## src/rtl/retospect_pkg.sv

```systemverilog
// Shared constants for the AER encoder and future spike readout logic.
// Holds the neuron count default, address-width helper and drop counter width.
package retospect_pkg;

    localparam int N_NEURONS_DEF  = 25;
    localparam int FIFO_DEPTH_DEF = 4;
    localparam int DROP_CNT_W     = 8;

    // Smallest address width that can index n neurons (at least one bit).
    function automatic int addr_w_for(input int n);
        return (n <= 1) ? 1 : $clog2(n);
    endfunction

endpackage

```

## src/rtl/retospect_aer_encoder_if.sv

```systemverilog
// Address-event output bus: valid/ready handshake carrying a neuron index.
// The encoder drives it as master; the outbus consumer is the slave.
interface retospect_aer_encoder_if #(
    parameter int ADDR_W = 5
);
    logic              ev_valid;
    logic [ADDR_W-1:0] ev_addr;
    logic              ev_ready;

    modport master (output ev_valid, output ev_addr, input ev_ready);
    modport slave  (input ev_valid, input ev_addr, output ev_ready);
endinterface

```

## src/rtl/retospect_spike_fifo.sv

```systemverilog
// Small synchronous FIFO for queued spike addresses; head is read without a read cycle.
// Latency: push visible at pop_dat the cycle after the push edge.
// Backpressure: push ignored when full unless a pop happens in the same cycle.
module retospect_spike_fifo #(
    parameter int DEPTH = 4,
    parameter int WIDTH = 5
)(
    input  logic             clk,
    input  logic             clear,
    input  logic             push,
    input  logic [WIDTH-1:0] push_dat,
    input  logic             pop,
    output logic [WIDTH-1:0] pop_dat,
    output logic             full,
    output logic             empty
);
    localparam int PTR_W = $clog2(DEPTH);
    localparam int CNT_W = PTR_W + 1;

    logic [WIDTH-1:0] mem [DEPTH];
    logic [PTR_W-1:0] wr_ptr;
    logic [PTR_W-1:0] rd_ptr;
    logic [CNT_W-1:0] count;
    logic             do_push;
    logic             do_pop;

    assign full    = (count == CNT_W'(DEPTH));
    assign empty   = (count == '0);
    assign do_pop  = pop && !empty;
    assign do_push = push && (!full || do_pop);
    assign pop_dat = empty ? '0 : mem[rd_ptr];

    always_ff @(posedge clk) begin
        if (do_push) begin
            mem[wr_ptr] <= push_dat;
        end
    end

    // Pointers wrap naturally because DEPTH is a power of two.
    always_ff @(posedge clk) begin
        if (clear) begin
            wr_ptr <= '0;
            rd_ptr <= '0;
            count  <= '0;
        end else begin
            if (do_push) wr_ptr <= wr_ptr + PTR_W'(1);
            if (do_pop)  rd_ptr <= rd_ptr + PTR_W'(1);
            case ({do_push, do_pop})
                2'b10:   count <= count + CNT_W'(1);
                2'b01:   count <= count - CNT_W'(1);
                default: count <= count;
            endcase
        end
    end

endmodule

```

## src/rtl/retospect_aer_encoder.sv

```systemverilog
// Converts per-neuron axon pulses into a lowest-index-first address-event stream.
// Latency: axon pulse to ev_valid is 2 cycles with an idle FIFO; no fall-through.
// Backpressure: full FIFO holds pending bits; a repeat spike on a held bit is dropped and counted.
module retospect_aer_encoder
    import retospect_pkg::*;
#(
    parameter int N_NEURONS  = N_NEURONS_DEF,
    parameter int ADDR_W     = addr_w_for(N_NEURONS),
    parameter int FIFO_DEPTH = FIFO_DEPTH_DEF,
    parameter int DROP_W     = DROP_CNT_W
)(
    input  logic                   clk,
    input  logic                   reset,
    input  logic                   reset_nn,
    input  logic                   config_en,
    input  logic [N_NEURONS-1:0]   axon,
    retospect_aer_encoder_if.master ev,
    output logic                   overflow,
    output logic [DROP_W-1:0]      drop_cnt
);
    logic [N_NEURONS-1:0] pending;
    logic [N_NEURONS-1:0] axon_eff;
    logic [N_NEURONS-1:0] grant;
    logic [ADDR_W-1:0]    grant_idx;
    logic                 grant_vld;
    logic                 fifo_full;
    logic                 fifo_empty;
    logic                 pop;
    logic                 arb_en;
    logic                 drop_any;

    assign axon_eff = config_en ? '0 : axon;
    assign pop      = !fifo_empty && ev.ev_ready;
    assign arb_en   = !fifo_full || pop;

    // Scan high to low so the lowest set bit wins.
    always_comb begin
        grant_idx = '0;
        grant_vld = 1'b0;
        for (int i = N_NEURONS - 1; i >= 0; i--) begin
            if (pending[i]) begin
                grant_idx = ADDR_W'(i);
                grant_vld = arb_en;
            end
        end
        grant = '0;
        for (int i = 0; i < N_NEURONS; i++) begin
            grant[i] = grant_vld && (grant_idx == ADDR_W'(i));
        end
    end

    // A re-spike on the bit granted this cycle re-arms it and is not a loss.
    assign drop_any = |(axon_eff & pending & ~grant);

    always_ff @(posedge clk) begin
        if (reset || reset_nn) begin
            pending <= '0;
        end else begin
            pending <= (pending & ~grant) | axon_eff;
        end
    end

    always_ff @(posedge clk) begin
        if (reset) begin
            overflow <= 1'b0;
            drop_cnt <= '0;
        end else if (!reset_nn && drop_any) begin
            overflow <= 1'b1;
            if (drop_cnt != '1) begin
                drop_cnt <= drop_cnt + DROP_W'(1);
            end
        end
    end

    retospect_spike_fifo #(
        .DEPTH (FIFO_DEPTH),
        .WIDTH (ADDR_W)
    ) u_fifo (
        .clk      (clk),
        .clear    (reset || reset_nn),
        .push     (grant_vld),
        .push_dat (grant_idx),
        .pop      (pop),
        .pop_dat  (ev.ev_addr),
        .full     (fifo_full),
        .empty    (fifo_empty)
    );

    assign ev.ev_valid = !fifo_empty;

endmodule

```

## src/flat_wrapper.sv

```systemverilog
// flat-port wrapper written by rule: the top's interface ports become plain ports
module retospect_aer_encoder_flat import retospect_pkg::*;
#(
    parameter int N_NEURONS  = N_NEURONS_DEF,
    parameter int ADDR_W     = addr_w_for(N_NEURONS),
    parameter int FIFO_DEPTH = FIFO_DEPTH_DEF,
    parameter int DROP_W     = DROP_CNT_W
)
  (clk, reset, reset_nn, config_en, axon, overflow, drop_cnt, ev_ev_valid, ev_ev_addr, ev_ev_ready);
  retospect_aer_encoder_if #(.ADDR_W(ADDR_W)) ev_i ();
  input  logic clk;
  input  logic reset;
  input  logic reset_nn;
  input  logic config_en;
  input  logic [N_NEURONS-1:0] axon;
  output logic overflow;
  output logic [DROP_W-1:0] drop_cnt;
  output wire logic [$bits(ev_i.ev_valid)-1:0] ev_ev_valid;
  output wire logic [$bits(ev_i.ev_addr)-1:0] ev_ev_addr;
  input wire logic [$bits(ev_i.ev_ready)-1:0] ev_ev_ready;
  assign ev_ev_valid = ev_i.ev_valid;
  assign ev_ev_addr = ev_i.ev_addr;
  assign ev_i.ev_ready = ev_ev_ready;
  retospect_aer_encoder #(.N_NEURONS(N_NEURONS), .ADDR_W(ADDR_W), .FIFO_DEPTH(FIFO_DEPTH), .DROP_W(DROP_W)) u_core (.clk(clk), .reset(reset), .reset_nn(reset_nn), .config_en(config_en), .axon(axon), .ev(ev_i), .overflow(overflow), .drop_cnt(drop_cnt));
endmodule
```

## config.mk

```make
export PLATFORM = sky130hd
export DESIGN_NAME = retospect_aer_encoder_flat
export DESIGN_NICKNAME = d
export VERILOG_FILES = /design/src/rtl/retospect_pkg.sv /design/src/rtl/retospect_aer_encoder_if.sv /design/src/rtl/retospect_spike_fifo.sv /design/src/rtl/retospect_aer_encoder.sv /design/src/flat_wrapper.sv
export SDC_FILE = /design/constraint.sdc
export NUM_CORES = 1
export LEC_CHECK = 0
export ABC_AREA = 1
export CAP_MARGIN = 15
export CORE_ASPECT_RATIO = 1.2
export CORE_MARGIN = 2
export CORE_UTILIZATION = 56
export DETAILED_ROUTE_END_ITERATION = 10
export PLACE_DENSITY = 0.81
export SYNTH_ARGS = -nofsm -noshare
export SYNTH_HDL_FRONTEND = slang
export SYNTH_SLANG_ARGS = --single-unit
export TNS_END_PERCENT = 50
```

## constraint.sdc

```tcl
create_clock -name clk -period 3.5 [get_ports clk]
set_input_delay 0.35 -clock clk [delete_from_list [all_inputs] [get_ports clk]]
set_output_delay 0.35 -clock clk [all_outputs]
set_load 0.05 [all_outputs]
```

# ---- Yosys cells after proc, flatten, opt, wreduce, memory -nomap -nowiden
# Memory sizes are Yosys's and may differ from the RTL's. A register that Yosys moved wholly into a read port is not among the register bits.
# Index checks and enable logic that the tools add are counted.
dict set report op_classes {
  muxes 57
  n_addsub 5
  n_reduce_logical 40
  eq_ne 28
  bitwise 5
}
# op n
set op_table {}
lappend op_table {{5-bit 2-to-1 mux} 26}
lappend op_table {{25-bit AND} 3}
lappend op_table {{5-bit equality test (second input constant)} 9}
lappend op_table {{5-bit by 4-bit equality test with 1-bit output (second input constant)} 8}
lappend op_table {{1-bit logical AND} 29}
lappend op_table {{1-bit 2-to-1 mux} 27}
lappend op_table {{25-bit 2-to-1 mux} 1}
lappend op_table {{25-bit inverter} 1}
lappend op_table {{25-bit OR} 1}
lappend op_table {{25-bit OR reduction} 1}
lappend op_table {{5-bit by 3-bit equality test with 1-bit output (second input constant)} 4}
lappend op_table {{5-bit by 2-bit equality test with 1-bit output (second input constant)} 2}
lappend op_table {{8-bit by 1-bit adder with 8-bit output (second input constant)} 1}
lappend op_table {{8-bit != test (second input constant)} 1}
lappend op_table {{3-bit one-hot mux with 2 select lines} 1}
lappend op_table {{5-bit by 1-bit equality test with 1-bit output (second input constant)} 1}
lappend op_table {{5-bit zero test} 1}
lappend op_table {{2-bit by 1-bit adder with 2-bit output (second input constant)} 2}
lappend op_table {{2-bit 2-to-1 mux} 2}
lappend op_table {{3-bit by 1-bit adder with 3-bit output (second input constant)} 1}
lappend op_table {{3-bit equality test (second input constant)} 1}
lappend op_table {{1-bit zero test} 3}
lappend op_table {{3-bit zero test} 1}
lappend op_table {{1-bit logical OR} 3}
lappend op_table {{other kinds (5)} 5}
dict set report totals {
  mem_bits_rw 20
  input_bits 30
  mem_count 1
  output_inout_bits 15
  wordCells 142
  register_bits 41
}
# name words word_bits rd rd_clocked_by_memory_dff wr line_no
set memory_table {}
lappend memory_table {u_core.u_fifo.mem 4 5 1 1 1 retospect_spike_fifo.sv:20} ;# logic [WIDTH-1:0] mem [DEPTH];

# ---- Logic depth before layout (Yosys ltp)
# Gate-level depths: netlist of the first run.
dict set report logic_depth {
  ltp_word 35
  depth_mapped 36
  depth_no_buf 36
}

# ---- Hierarchy
# A second synthesis of the first run with hierarchy kept.
dict set report unflattened {
  hier_cells 483
  hier_area_um2 3598.5
}
# module area_per_inst_um2 seq_area_each_um2 instances cells_per_inst
set modules_own_cells {}
lappend modules_own_cells {retospect_aer_encoder 2314.7 680.7 1 359}
lappend modules_own_cells {retospect_spike_fifo 1283.7 780.7 1 124}

# ---- Least setup slack after synthesis of the first run
# OpenSTA, ideal clock, no wires.
dict set report synth_path {
  kind {reg2reg}
  startpoint {register u_core.pending[19]}
  endpoint {register u_core.drop_cnt[0]}
  n_path_buf 0
  path_slack_ns 1.052
  t_arrival_ns 2.335
  stages_incl_launch_ff 19
  setup_ns 0.113
  period_less_slack_ns 2.448
  required_time_ns 3.387
  cell_sequence {dfxtp_1 nor4_2 a21oi_1 nor2_1 nor2_1 nor2_2 inv_1 nor2_2 nand4_1 o21ai_0 nand4_1 nor2_1 nand2_1 nor2_2 nand2_4 nand3_4 nand2_1 nand2_1 nor2_1}
}
dict set report synth_between {
  elab_chain_cells 27
  word_cells_on_any_way 96
  classes_between {24 x eq/ne; 40 x mux; 3 x bitwise; 29 x reduce/logical}
}
# element line_no
set synth_lines {}
lappend synth_lines {{start, declared} retospect_aer_encoder.sv:21} ;# logic [N_NEURONS-1:0] pending;
lappend synth_lines {{start signal, assigned} retospect_aer_encoder.sv:59} ;# pending <= (pending & ~grant) | axon_eff;
lappend synth_lines {{5-bit 2-to-1 mux * (20 in series)} retospect_aer_encoder.sv:41} ;# if (pending[i]) begin
lappend synth_lines {{via u_core.grant_idx[2]} retospect_aer_encoder.sv:24} ;# logic [ADDR_W-1:0] grant_idx;
lappend synth_lines {{5-bit by 1-bit equality test with 1-bit output, or another cell as far along} retospect_aer_encoder.sv:48} ;# grant[i] = grant_vld && (grant_idx == ADDR_W'(i));
lappend synth_lines {{1-bit logical AND} retospect_aer_encoder.sv:48}
lappend synth_lines {{25-bit inverter *} retospect_aer_encoder.sv:53} ;# assign drop_any = |(axon_eff & pending & ~grant);
lappend synth_lines {{25-bit AND *} retospect_aer_encoder.sv:53}
lappend synth_lines {{25-bit OR reduction *} retospect_aer_encoder.sv:53}
lappend synth_lines {{1-bit logical AND *} retospect_aer_encoder.sv:67} ;# end else if (!reset_nn && drop_any) begin
lappend synth_lines {{2-bit AND reduction (no source line) *} -}
lappend synth_lines {{end signal, assigned} retospect_aer_encoder.sv:70} ;# drop_cnt <= drop_cnt + DROP_W'(1);
lappend synth_lines {{end, declared} retospect_aer_encoder.sv:19} ;# output logic [DROP_W-1:0] drop_cnt
# The timed path passes the listed nets; every way through them passes the cells marked *.
# A chain may end at the register's enable or synchronous reset.

# ---- Worst setup path in the final report of the first run
# Same ends and word-level chain as after synthesis.

==> flow_summary.json, run 1 <==
{
  "status": "complete, no violations",
  "synth_nets": 525,
  "cts_buffers": 9,
  "clock_sinks": 63,
  "p_sw_frac": 0.3116,
  "root_buffer": "clkbuf_8",
  "tritoncts": "yes",
  "synth_area_mm2": 0.003525,
  "slew_headroom": 0.4345,
  "die_h_um": 90.91,
  "port_buffers": 44,
  "synth_edf_count": 20,
  "antenna_found_initial": 0,
  "cts_buffer_depth": 2,
  "worst_path_most_repeated_cell": "nor2_1",
  "hold_class": "register to register",
  "worst_setup_path_start_kind": "register",
  "power_density_mw_per_mm2": 478.7,
  "cp.arrival_ns": 3.24,
  "postCtsSetupBuffers": 0,
  "routed_via_density": 5.318,
  "postCtsResizedCells": 0,
  "drt_pass1_iterations": 5,
  "crit_buf_inv": 1,
  "final_common_cell": "nand2_1",
  "crit_slowest_cell": "nor4_2",
  "timing.rr.start": "u_core.pending[19]$_SDFF_PP0_",
  "setup_viol": 0,
  "finalHoldViolations": 0,
  "core-area_mm2": 0.006051,
  "multi_input_area_mm2": 0.001759,
  "vias": 3313,
  "fill_cells": 522,
  "mostFrequentLayoutCells": "nand2_1 (111), inv_1 (66), nor2_1 (65)",
  "drcViolationCount": 0,
  "end_kind": "register",
  "pwr-share-clk": 0.360,
  "syn_area_per_cell_um2": 7.223,
  "grt_pass1_wl_um": 13990,
  "slew_violations": 0,
  "wl_um": 8293,
  "grt-ovfl-total": 0,
  "die_w_um": 76.42,
  "drt-initial-drc-count": 235,
  "grt_max_degree": 31,
  "power_frac_seq": 0.408,
  "synth-seq-cells": 63,
  "drtAntennaViolNets": 0,
  "ys_warn_count": 0,
  "drive_above_1_share": 0.07579,
  "wl_per_cell_um": 13.31,
  "cts_hold_buf": 0,
  "seqCellArea_mm2": 0.001461,
  "htree_levels": 3,
  "critPathKind": "register to register",
  "crit_fanout": 10,
  "fin_crit_ns": 2.999,
  "hp-start": "u_core.overflow$_SDFFE_PP0P_",
  "track_usage": 0.2507,
  "synthDistinctLibCells": 32,
  "area_delta_synth_final_pct": 21.62,
  "rsz0062_at_grt": "false",
  "r2r_cells": 18,
  "grt_pass1_vias": 3136,
  "p_leak_nw": 1.777,
  "fin_crit_sh": 0.8570,
  "placed_cell_area_mm2": 0.004049,
  "clk_latency_ns": 0.35,
  "clk_pin_slew_ns": 0.08,
  "whs_path_depth": 2,
  "p_int_w": 0.001412,
  "required_ns": 3.74,
  "final_area_mm2": 0.004287,
  "n_antenna_cell": 0,
  "finalWeightedCongestion": 0.9634,
  "ir_worst_vdd_v": 0.0003541,
  "rows": 31,
  "reg2reg_to": "u_core.drop_cnt[0]$_SDFFE_PP0P_",
  "clock-skew-final_ns": 0.01169,
  "syn_inst": 488,
  "dp_hpwl_um": 6291,
  "whs_endpoint": "u_core.overflow$_SDFFE_PP0P_",
  "tightest_slew_ns": 0.8473,
  "nets": 573,
  "crit_family": "simple AND/OR/NAND/NOR gates",
  "critPathMaxStageDelay_ns": 0.36,
  "crit_chain": "nor4_2 > a21oi_1 > nor2_1 > nor2_1 > nor2_2 > inv_1 > nor3_2 > nand3_1 > nand4_1 > nand2_1 > nor2_1 > nand4_1 > nor2_2 > nand2_4 > nand3_4 > nand2_1 > nand2_1 > nor2_1",
  "start_util": 0.5825,
  "max_freq_mhz": 333.4,
  "boundaryPins": 45,
  "power_frac_comb": 0.233,
  "setup-tns-final_ns": 0,
  "ys_seq_area_frac": 0.4146,
  "dieArea_mm2": 0.006947,
  "async_reset_ff_frac": 0,
  "r2r_slack_ns": 0.50,
  "finalPower_w": 0.002052,
  "synth_ff_type": "dfxtp_1",
  "drv_cap": 0,
  "netSwitchingPower_w": 0.0006394
}
cell type report:
type                    count  share of cell area
multi-input cells         344              0.4104
flip-flops and latches     63              0.3409
repair buffers             46              0.1062
inverters                  72             0.06305
clock buffers              10             0.03473
well taps                  82             0.02393
clock inverters             6             0.02072
cell usage after synthesis (2+ instances only):
master      n  share of area
nand2_4     4          0.013
nor2_4      3         0.0096
a21oi_1    46          0.065
nor2_2      4         0.0071
nand3_4     2         0.0099
a211oi_1    2         0.0043
inv_1      66          0.070
clkbuf_1    9         0.0096
nor3b_1     3         0.0064
ha_1        6          0.021
o21ai_0    15          0.021
nand3b_1    6          0.013
inv_2       4         0.0043
nand2_2     2         0.0035
edfxtp_1   20           0.17
nand4_1    29          0.051
nor3_1      6         0.0085
nand3_1    27          0.038
dfxtp_1    43           0.24
xnor2_1     2         0.0050
xor2_1      3         0.0075
nor2_1     65          0.069
nand2_1   111           0.12
clkinv_1    2         0.0021
logic make-up (layout without fill, tap and decap cells):
kind of cell | after synthesis | after routing | synth area share
AND/OR/NAND/NOR | 266 | 266 | 0.3628
buffers and inverters | 81 | 134 | 0.08626
AO/OA/AOI/OAI | 66 | 66 | 0.09691
flip-flops | 63 | 63 | 0.4146
adder cells (fa/ha/maj) | 7 | 7 | 0.02698
XOR/XNOR | 5 | 5 | 0.01243
stage by stage:
stage	setup slack (ns)	hold WS (ns)	utilization	cells
3_5_place_dp	0.3296	0.4622	0.6691	607
3_3_place_gp	0.3054	0.4629	0.6691	607
2_1_floorplan	1.052	0.4497	-	488
6_report	0.5006	0.4819	0.7084	623
4_1_cts	0.5521	0.4811	0.7084	623
5_1_grt	0.1948	0.5113	0.7084	623
state kept, by name, indices dropped and copies added (netlist names), named ones only:
register and cells:
u_core.drop_cnt 8, u_core.overflow 1, u_core.pending 25, u_core.u_fifo.count 3, u_core.u_fifo.mem 20, u_core.u_fifo.rd_ptr 2
u_core.u_fifo.wr_ptr 2
power groups by stage:
| stage | combinational [W] | sequential, W | clock, W |
|---|---|---|---|
| 2_1_floorplan | 0.000325 | 0.000857 | 0 |
| 3_3_place_gp | 0.000457 | 0.000851 | 0 |
| 3_5_place_dp | 0.000468 | 0.000852 | 0 |
| 4_1_cts | 0.000473 | 0.000836 | 0.000745 |
| 5_1_grt | 0.000529 | 0.000843 | 0.000772 |
| 6_report | 0.000477 | 0.000837 | 0.000738 |
worst register-to-register path: stages, from the launching register on:
cell and delay (ns):
dfxtp_1 0.35, nor4_2 0.37, a21oi_1 0.11, nor2_1 0.15, nor2_1 0.07, nor2_2 0.22
inv_1 0.12, nor3_2 0.26, nand3_1 0.20, nand4_1 0.12, nand2_1 0.07, nor2_1 0.08
nand4_1 0.14, nor2_2 0.19, nand2_4 0.12, nand3_4 0.12, nand2_1 0.08, nand2_1 0.08
nor2_1 0.04
how the worst max path moves through the flow:
stage                                       start                               to  slack (ns)  cells past startpoint
finish              u_core.pending[19]$_SDFF_PP0_  u_core.drop_cnt[0]$_SDFFE_PP0P_        0.50                     18
global route        u_core.pending[21]$_SDFF_PP0_  u_core.drop_cnt[0]$_SDFFE_PP0P_        0.19                     33
CTS                 u_core.pending[19]$_SDFF_PP0_  u_core.drop_cnt[0]$_SDFFE_PP0P_        0.55                     18
detailed placement                    ev_ev_ready  u_core.drop_cnt[0]$_SDFFE_PP0P_        0.33                     18
global placement                      ev_ev_ready  u_core.drop_cnt[0]$_SDFFE_PP0P_        0.31                     18
floorplan           u_core.pending[19]$_SDFF_PP0_  u_core.drop_cnt[0]$_SDFFE_PP0P_        1.05                     18
routing by layer:
metal  global-route usage  wire [µm]  part of all wire
met5                    0          0                 0
met4               0.1091        237             0.029
met3              0.03600        344             0.041
met2               0.4602       4302              0.52
met1               0.2870       3409              0.41
No activity file was read; power rests on OpenSTA's default activity.
==> run 2: changes to the inputs <==
==> constraint.sdc (replaced) <==
create_clock -name clk -period 3.5 [get_ports clk]
set_input_delay 0.525 -clock clk [delete_from_list [all_inputs] [get_ports clk]]
set_output_delay 0.525 -clock clk [all_outputs]
set_load 0.05 [all_outputs]
==> run 2 against run 1 <==
Effect of this change: combinational power is essentially flat; power is 6.5% lower; clock-buffer cell count unchanged; fmax is 7.0% lower; critical path depth unchanged; clock power fell by 19%; largest power group unchanged.
==> flow_summary.json, run 2 (synthesis gave the netlist of run 1 again) <==
{
  "final_common_cell": "nand2_1",
  "port_buffers": 44,
  "drtAntennaViolNets": 0,
  "clock-skew-final_ns": 0.009839,
  "die_h_um": 90.91,
  "largest_register_ffs": 25,
  "postCtsSetupBuffers": 0,
  "whs_path_depth": 2,
  "nets": 574,
  "setup_viol": 0,
  "clk_latency_ns": 0.34,
  "layout_setup_ws_ns": 0.2754,
  "whs_endpoint": "u_core.pending[6]$_SDFF_PP0_",
  "worst_setup_path_start_kind": "register",
  "cts_hold_buf": 0,
  "crit_fanout": 10,
  "postCtsResizedCells": 0,
  "tightest_slew_ns": 0.6473,
  "finalWeightedCongestion": 0.9628,
  "top_register": "u_core.pending",
  "grt_pass1_vias": 3148,
  "required_ns": 3.74,
  "fin_crit_ns": 3.225,
  "grt-ovfl-total": 0,
  "clk_pin_slew_ns": 0.07,
  "core-area_mm2": 0.006051,
  "clock_sinks": 63,
  "routed_via_density": 5.338,
  "cp.arrival_ns": 3.47,
  "mostFrequentLayoutCells": "nand2_1 (111), inv_1 (66), nor2_1 (65)",
  "dp_slack_ns": 0.3188,
  "r2r_cells": 18,
  "critPathKind": "register to register",
  "drcViolationCount": 0,
  "cts_buffer_depth": 2,
  "track_usage": 0.2461,
  "vias": 3331,
  "dp_hpwl_um": 6320,
  "fin_crit_sh": 0.9213,
  "grt_max_degree": 22,
  "wl_um": 8221,
  "hp-start": "u_core.pending[6]$_SDFF_PP0_",
  "reg2reg_to": "u_core.drop_cnt[0]$_SDFFE_PP0P_",
  "rows": 31,
  "n_antenna_cell": 0,
  "wl_per_cell_um": 13.17,
  "end_kind": "register",
  "die_w_um": 76.42,
  "dieArea_mm2": 0.006947,
  "drv_cap": 0,
  "boundaryPins": 45,
  "area_delta_synth_final_pct": 20.45,
  "drt-initial-drc-count": 175,
  "drt_pass1_iterations": 5,
  "r2r_slack_ns": 0.28,
  "cts_buffers": 9,
  "drive_above_1_share": 0.07565,
  "grt_pass1_wl_um": 13710,
  "rsz0062_at_grt": "false",
  "hold_class": "register to register",
  "ir_worst_vdd_v": 0.0002773,
  "power_density_mw_per_mm2": 452.0,
  "slew_headroom": 0.5680,
  "start_util": 0.5825,
  "antenna_found_initial": 0,
  "htree_levels": 3,
  "tritoncts": "yes",
  "largestRegisters": "u_core.pending: 25 flops, u_core.u_fifo.mem: 20 flops, u_core.drop_cnt: 8 flops",
  "setup-tns-final_ns": 0,
  "slew_violations": 0,
  "timing.rr.start": "u_core.pending[19]$_SDFF_PP0_",
  "root_buffer": "clkbuf_8",
  "status": "complete, no violations",
  "p_leak_nw": 1.755,
  "finalHoldViolations": 0,
  "max_freq_mhz": 310.1
}
run 2: routing by layer:
layer | wire length, µm | share of wire | global-route usage | vias up
met4 | 299 | 0.036 | 0.1379 | 0
met2 | 4190 | 0.51 | 0.4388 | 91
met1 | 3367 | 0.41 | 0.2756 | 1513
li1 | - | - | - | 1696
met3 | 363 | 0.044 | 0.04200 | 31
met5 | 0 | 0 | 0 | -
run 2: layout make-up:
cell class | count | area (µm²)
inverter | 72 | 270.3
fill | 531 | 1805
tap | 82 | 102.6
clock inverter | 6 | 61.31
sequential | 63 | 1461
multi-input combinational | 344 | 1759
timing repair buffer | 47 | 462.9
clock buffer | 10 | 127.6
run 2: worst max path at each step:
stage,startpoint,endpoint,depth (start not counted)
4_1_cts,u_core.pending[19]$_SDFF_PP0_,u_core.drop_cnt[7]$_SDFFE_PP0P_,17
3_5_place_dp,u_core.pending[19]$_SDFF_PP0_,u_core.drop_cnt[0]$_SDFFE_PP0P_,18
3_3_place_gp,u_core.pending[19]$_SDFF_PP0_,u_core.drop_cnt[0]$_SDFFE_PP0P_,18
2_1_floorplan,u_core.pending[19]$_SDFF_PP0_,u_core.drop_cnt[0]$_SDFFE_PP0P_,18
6_report,u_core.pending[19]$_SDFF_PP0_,u_core.drop_cnt[0]$_SDFFE_PP0P_,18
5_1_grt,u_core.pending[19]$_SDFF_PP0_,u_core.drop_cnt[4]$_SDFFE_PP0P_,17
run 2: per-stage QoR:
step,instance area [µm²],power [W],instances,util,hold WS [ns]
floorplan,3525,0.001182,488,-,0.4497
global placement,4056,0.001316,608,0.6704,0.4631
detailed placement,4056,0.001329,608,0.6704,0.4647
CTS,4245,0.001920,624,0.7016,0.4866
global route,4245,0.002006,624,0.7016,0.5085
finish,4245,0.001919,624,0.7016,0.4854
run 2: critical path, cell delays in order, from the launching register on:
cell,delay [ns]
dfxtp_1,0.37
nor4_2,0.39
a21oi_1,0.11
nor2_1,0.15
nor2_1,0.07
nor2_2,0.26
inv_1,0.14
nor2_2,0.27
nand4_1,0.18
o21ai_0,0.24
nand4_1,0.12
nor2_1,0.15
nand2_1,0.10
nor2_2,0.14
nand2_4,0.12
nand3_4,0.12
nand2_1,0.08
nand2_1,0.07
nor2_1,0.04
run 2: where the power goes:
part	total (W)	internal [W]	switching, W
registers	0.000838	0.000812	0.0000266
clock network	0.000600	0.000326	0.000274
logic	0.000480	0.000155	0.000325
total	0.00192	0.00129	0.000626
